### config.mk
export PLATFORM = sky130hd
export DESIGN_NAME = number_sprite_reader
export DESIGN_NICKNAME = d
export VERILOG_FILES = /design/src/rtl/number_sprite_reader_pkg.sv /design/src/rtl/sprite_addr_gen.sv /design/src/rtl/number_sprite_reader.sv
export SDC_FILE = /design/constraint.sdc
export NUM_CORES = 1
export LEC_CHECK = 0
export BUFFER_PORTS_ARGS = -buffer_cell sky130_fd_sc_hd__buf_2
export CAP_MARGIN = 10
export CORE_MARGIN = 2
export CORE_UTILIZATION = 50
export CTS_CLUSTER_DIAMETER = 30
export DETAILED_ROUTE_END_ITERATION = 7
export PLACE_DENSITY = 0.71
export SLEW_MARGIN = 10
export SYNTH_ARGS = -nofsm -noshare
export SYNTH_HDL_FRONTEND = slang
export SYNTH_SLANG_ARGS = --single-unit
### constraint.sdc
create_clock -name i_clk2 -period 6.8 [get_ports i_clk2]
set_clock_uncertainty 0.05 [all_clocks]
set_input_delay 0.68 -clock i_clk2 [delete_from_list [all_inputs] [get_ports i_clk2]]
set_output_delay 0.68 -clock i_clk2 [all_outputs]
set_load 0.1 [all_outputs]
### src/rtl/number_sprite_reader_pkg.sv
// Shared constants and types for the digit sprite ROMs and their raster reader.
// The ROMs and the reader must agree on geometry, depth and key colour.
package number_sprite_reader_pkg;

    localparam int NUM_W = 20;
    localparam int NUM_H = 20;
    localparam int NUM_DEPTH = NUM_W * NUM_H;
    localparam int NUM_ADDR_W = $clog2(NUM_DEPTH);
    localparam logic [7:0] NUM_KEY = 8'h00;
    localparam int COORD_X_W = 10;
    localparam int COORD_Y_W = 10;

    typedef enum logic [1:0] {
        IDLE,
        ARMED,
        DRAWING,
        DONE
    } state_t;

endpackage

### src/rtl/sprite_addr_gen.sv
// Multiplier-free ROM address generator for a scaled, row-major sprite.
// Tracks column, pixel/line repeat counters and the running row base.
module sprite_addr_gen
    import number_sprite_reader_pkg::*;
#(
    parameter int SPRITE_W = NUM_W,
    parameter int SPRITE_H = NUM_H,
    parameter int ADDR_W = 10,
    parameter int SCALE = 1
) (
    input  logic              clk,
    input  logic              rst,
    input  logic              clear,
    input  logic              step,
    input  logic              line_end,
    output logic [ADDR_W-1:0] addr,
    output logic              last_row
);

    localparam int COL_W = $clog2(SPRITE_W);
    localparam int ROW_W = $clog2(SPRITE_H);
    localparam logic SUB_LAST = 1'(SCALE - 1);
    localparam logic [COL_W-1:0] COL_LAST = COL_W'(SPRITE_W - 1);
    localparam logic [ROW_W-1:0] ROW_LAST = ROW_W'(SPRITE_H - 1);
    localparam logic [ADDR_W-1:0] ROW_STEP = ADDR_W'(SPRITE_W);

    logic [COL_W-1:0]  col;
    logic [ROW_W-1:0]  row;
    logic [ADDR_W-1:0] row_base;
    logic              sub_px;
    logic              sub_line;

    assign addr = row_base + ADDR_W'(col);
    assign last_row = line_end && (sub_line == SUB_LAST) && (row == ROW_LAST);

    always_ff @(posedge clk) begin
        if (rst || clear) begin
            col      <= '0;
            row      <= '0;
            row_base <= '0;
            sub_px   <= 1'b0;
            sub_line <= 1'b0;
        end else if (step) begin
            if (sub_px == SUB_LAST) begin
                sub_px <= 1'b0;
                if (col != COL_LAST) begin
                    col <= col + 1'b1;
                end
            end else begin
                sub_px <= sub_px + 1'b1;
            end
        end else if (line_end) begin
            col    <= '0;
            sub_px <= 1'b0;
            if (sub_line == SUB_LAST) begin
                sub_line <= 1'b0;
                // Final row keeps its base so the address stays inside the ROM.
                if (row != ROW_LAST) begin
                    row      <= row + 1'b1;
                    row_base <= row_base + ROW_STEP;
                end
            end else begin
                sub_line <= sub_line + 1'b1;
            end
        end
    end

endmodule

### src/rtl/number_sprite_reader.sv
// Raster-side reader for the digit sprite ROMs: follows the beam, drives the
// ROM address inside the sprite box and returns a keyed, latency-aligned pixel.
module number_sprite_reader
    import number_sprite_reader_pkg::*;
#(
    parameter int SPRITE_W = NUM_W,
    parameter int SPRITE_H = NUM_H,
    parameter int ADDR_W = 10,
    parameter int SCALE = 1,
    parameter logic [7:0] KEY_COLOR = NUM_KEY,
    parameter int X_W = COORD_X_W,
    parameter int Y_W = COORD_Y_W
) (
    input  logic              i_clk2,
    input  logic              i_rst,
    input  logic              i_frame_start,
    input  logic              i_enable,
    input  logic              i_de,
    input  logic [X_W-1:0]    i_x,
    input  logic [Y_W-1:0]    i_y,
    input  logic [X_W-1:0]    i_pos_x,
    input  logic [Y_W-1:0]    i_pos_y,
    output logic [ADDR_W-1:0] o_numberaddr,
    input  logic [7:0]        i_numberdata,
    output logic [7:0]        o_pixel,
    output logic              o_pixel_valid,
    output logic              o_busy
);

    localparam int XE = X_W + 1;
    localparam int YE = Y_W + 1;
    localparam logic [X_W:0] BOX_W = XE'(SPRITE_W * SCALE);
    localparam logic [Y_W:0] BOX_H = YE'(SPRITE_H * SCALE);

    state_t state;
    state_t state_nx;

    logic [X_W-1:0]    pos_x;
    logic [Y_W-1:0]    pos_y;
    logic [X_W:0]      x_ext;
    logic [X_W:0]      x_lo;
    logic [X_W:0]      x_hi;
    logic [Y_W:0]      y_ext;
    logic [Y_W:0]      y_lo;
    logic [Y_W:0]      y_hi;
    logic              in_box;
    logic              active;
    logic              step;
    logic              line_end;
    logic              last_row;
    logic              in_box_d1;
    logic              in_box_d2;
    logic              opaque;
    logic [ADDR_W-1:0] gen_addr;

    // One extra bit keeps boxes near the coordinate limit from wrapping.
    assign x_ext = {1'b0, i_x};
    assign x_lo  = {1'b0, pos_x};
    assign x_hi  = x_lo + BOX_W;
    assign y_ext = {1'b0, i_y};
    assign y_lo  = {1'b0, pos_y};
    assign y_hi  = y_lo + BOX_H;

    assign in_box = i_de
                 && (x_ext >= x_lo) && (x_ext < x_hi)
                 && (y_ext >= y_lo) && (y_ext < y_hi);

    assign active   = (state == ARMED) || (state == DRAWING);
    assign step     = active && in_box && !i_frame_start;
    assign line_end = (state == DRAWING) && !i_frame_start
                   && in_box_d1 && !in_box;
    assign opaque   = in_box_d2 && (i_numberdata != KEY_COLOR);
    assign o_busy   = active;

    sprite_addr_gen #(
        .SPRITE_W (SPRITE_W),
        .SPRITE_H (SPRITE_H),
        .ADDR_W   (ADDR_W),
        .SCALE    (SCALE)
    ) u_addr_gen (
        .clk      (i_clk2),
        .rst      (i_rst),
        .clear    (i_frame_start),
        .step     (step),
        .line_end (line_end),
        .addr     (gen_addr),
        .last_row (last_row)
    );

    always_ff @(posedge i_clk2) begin
        if (i_rst) begin
            state <= IDLE;
        end else begin
            state <= state_nx;
        end
    end

    always_comb begin
        state_nx = state;
        if (i_frame_start) begin
            state_nx = i_enable ? ARMED : IDLE;
        end else begin
            case (state)
                ARMED:   if (in_box) state_nx = DRAWING;
                DRAWING: if (last_row) state_nx = DONE;
                default: state_nx = state;
            endcase
        end
    end

    always_ff @(posedge i_clk2) begin
        if (i_rst) begin
            pos_x         <= '0;
            pos_y         <= '0;
            o_numberaddr  <= '0;
            in_box_d1     <= 1'b0;
            in_box_d2     <= 1'b0;
            o_pixel       <= 8'h00;
            o_pixel_valid <= 1'b0;
        end else begin
            if (i_frame_start) begin
                pos_x <= i_pos_x;
                pos_y <= i_pos_y;
            end
            if (step) begin
                o_numberaddr <= gen_addr;
            end
            in_box_d1     <= step;
            in_box_d2     <= in_box_d1;
            o_pixel_valid <= opaque;
            o_pixel       <= opaque ? i_numberdata : 8'h00;
        end
    end

endmodule

==> results.yml <==
outcome:
  status: "finished, final reports clean"
place:
  place.gp.congestion: 0.888
  hpwl_um: 6060
  numPortBuffers: 72
finish:
  multi_input_comb_area_um2: 2230
  seqCellArea_um2: 1220
  final_common_cell: "buf_2"
  syn_to_final_growth_pct: 16.0
  diodes: 0
  drive_gt1_share_pct: 18.9
  post-route-util_pct: 59.1
  fillers: 655
  final_cell_mix: "buf_2, dfxtp_1, ha_1"
  finalNetCount: 587
worst_setup_path:
  critPathMaxStageDelay_ns: 0.54
  cp.arrival_ns: 3.54
  startpoint_type: "flip-flop"
  required_ns: 7.02
  worstPathCellList: "ha_1, o21ai_0, xnor2_1, ha_1, and3_1, a221oi_1, a211oi_1, a21oi_1, nand4_1, or3_1, a21boi_0"
  endpoint_kind: "flip-flop"
  worstReg2RegEnd: "u_addr_gen.col[3]$_SDFFE_PP0P_"
  cp.buffers_inverters: 0
  ff2ff_path_depth: 11
  cp_slowest_cell: "or3_1"
  cp_common_cell: "ha_1"
  cp_max_fo: 16
  critPathKind: "reg -> reg"
  r2r-start: "pos_x[2]$_SDFFE_PP0P_"
  critPathTopFamily: "simple AND/OR/NAND/NOR gates"
  ff2ff_setup_slack_ns: 3.48
clocking:
  cts_tree: "built"
  cts_root_buf: "clkbuf_8"
  cts_buffers: 9
  ctsResizeCount: 0
  cts_setup_buffers: 0
  clk_latency_ns: 0.34
  clk_path_buf_depth: 2
  clock_sinks: 61
  clkTransAtPathRegs_ns: 0.08
  htreeDepth: 3
  hold_buffers: 0
grt:
  grt_pass1_wl_um: 12900
  grt_usage_pct: 20.6
  grt_pass1_vias: 2969
  antenna_found_initial: 0
  grt_max_degree: 39
  grt.overflow.total: 0
synth:
  ys_ff_latch: 61
  synth_edf_count: 0
  syn_avg_cell_area_um2: 8.70
  synthMuxAreaShare_pct: 5.48
  netlist_area_um2: 3650
  synth_compound_area_share_pct: 17.2
  synth-xor-area-share_pct: 4.08
  synth_fa_ha_area_share_pct: 16.3
  syn_inst: 420
  synthArstFlopShare_pct: 0
  synthDistinctLibCells: 49
  synth_top_family_by_area: "simple AND/OR/NAND/NOR gates"
  ys.flop_type: "dfxtp_1"
  synth_warnings: 0
  ys_seq_area_share_pct: 33.4
  synthSimpleGateAreaFrac_pct: 18.1
  synth.net_count: 520
floorplanning:
  initial_utilization_pct: 50.9
  placementRows: 31
  die-area_um2: 8010
  core_area_um2: 7180
  num_io_pins: 73
  die_h_um: 89.5
  dieWidth_um: 89.5
detailed_routing:
  vias_per_cell: 5.40
  drt-initial-drc-count: 172
  highest_layer: "met4"
  postRouteWirelength_um: 7930
  drt-met1-wl_um: 3800
  wl_met3_um: 374
  num_vias: 3192
  wl_met2_um: 3650
  wl_per_cell_um: 13.4
  drtPass1Iterations: 4
  ant_nets: 0
  drc: 0
timing:
  relSlewSlack_pct: 47.7
  period_minus_slack_ns: 3.32
  fin_hold_ws_ns: 0.406
  finalSetupViolCount: 0
  worst_pin_slew_ns: 0.781
  fin_crit_sh_pct: 48.9
  clock.fmax_mhz: 301
  grt_setup_unrepaired: "no"
  setup_tns_ns: 0
  hold_violations: 0
  slew_viol_final: 0
power_and_ir_drop:
  power.density_nw_per_um2: 183
  vdd_drop_max_mv: 0.113
  p_int_mw: 0.551
  p_sw_mw: 0.223
  sequentialPowerShare_pct: 48.1
  p_leak_nw: 1.88
  pwr-share-clk_pct: 36.7
  switching_share_pct: 28.8
  combPwrFrac_pct: 15.2
hold_path:
  min_to: "o_numberaddr[9]$_SDFFE_PP0P_"
  hold_depth: 2
  hold_start: "o_numberaddr[9]$_SDFFE_PP0P_"
  hold_path_class: "reg -> reg"
run:
  drv_cap: 0
cell type report:
cell class                      count  area share [%]
Clock buffer                        9            2.92
Multi-Input combinational cell    309            52.7
Clock inverter                      7            1.15
Timing Repair Buffer               72            8.50
Inverter                           34            3.01
Tap cell                           99            2.92
Sequential cell                    61            28.8
layer usage:
layer,vias to the layer above,track usage [%]
li1,1638,-
met1,1470,26.2
met2,76,33.7
met3,8,4.89
met4,0,8.01
met5,-,0
worst max-delay path by stage:
stage,cells after the start,start,endpoint
final,11,pos_x[2]$_SDFFE_PP0P_,u_addr_gen.col[3]$_SDFFE_PP0P_
after global routing,11,pos_y[2]$_SDFFE_PP0P_,u_addr_gen.col[3]$_SDFFE_PP0P_
after CTS,11,pos_x[2]$_SDFFE_PP0P_,u_addr_gen.col[3]$_SDFFE_PP0P_
after detailed placement,11,pos_x[2]$_SDFFE_PP0P_,u_addr_gen.col[3]$_SDFFE_PP0P_
after global placement,11,pos_x[2]$_SDFFE_PP0P_,u_addr_gen.col[3]$_SDFFE_PP0P_
after floorplan,9,i_y[7],state[1]$_SDFFE_PP0P_
cells in the mapped netlist, drive strengths merged (2+ instances only):
cell	n	share of area (%)
nor4	3	0.51
o21ai	20	2.7
o221ai	2	0.48
o21a	4	0.82
a31oi	2	0.34
buf	7	1.0
dfxtp	61	33
nand2	20	2.1
xor2	6	1.4
or2	3	0.51
nor3	5	0.68
or4	7	1.5
nand4	8	1.4
a21boi	2	0.41
or3	11	1.9
nand3	14	1.9
and3	2	0.48
clkbuf	9	0.92
o2111ai	4	0.96
nor2	33	3.4
o211ai	4	0.82
ha	46	16
mux2i	20	5.5
a21oi	36	4.9
a211oi	4	0.82
a21o	8	1.6
nand2b	3	0.51
a221oi	2	0.48
and2	9	1.5
nor2b	5	0.86
inv	34	3.5
xnor2	11	2.6
o31ai	3	0.62
sequential cells by signal, indices dropped and copies added (netlist names):
register,count
u_addr_gen.row,5
o_pixel_valid,1
u_addr_gen.col,5
in_box_d1,1
o_pixel,8
in_box_d2,1
pos_x,10
u_addr_gen.row_base,8
o_numberaddr,10
state,2
pos_y,10
power groups by stage:
| stage | registers [mW] | logic [mW] | clock network (mW) |
|---|---|---|---|
| floorplan | 0.379 | 0.0813 | 0 |
| global route | 0.373 | 0.134 | 0.309 |
| CTS | 0.372 | 0.118 | 0.295 |
| detailed placement | 0.381 | 0.117 | 0 |
| finish | 0.372 | 0.118 | 0.285 |
| global placement | 0.380 | 0.114 | 0 |
stage by stage:
step / power, mW / area (um2) / std cells / worst slack [ns]
2_1_floorplan: 0.460 / 3650 / 420 / 3.94
3_3_place_gp: 0.494 / 4070 / 575 / 3.61
3_5_place_dp: 0.498 / 4070 / 575 / 3.52
4_1_cts: 0.786 / 4240 / 591 / 3.47
5_1_grt: 0.816 / 4240 / 591 / 3.17
6_report: 0.775 / 4240 / 591 / 3.48
logic make-up (layout without fill, tap and decap cells):
logic type	Yosys count	after routing
simple gates	126	126
fa+ha+maj	47	47
compound gates	99	99
xor+xnor	17	17
buf+inv	50	122
flops	61	61
mux	20	20
tightest hold or removal path: cells and delay by family, from the launching register on:
kind,cells,cell delay (ns)
DFF,1,0.31
and+or+nand+nor,1,0.05
AOI/OAI and AO/OA,1,0.05
No activity file was read; power rests on OpenSTA's default activity.
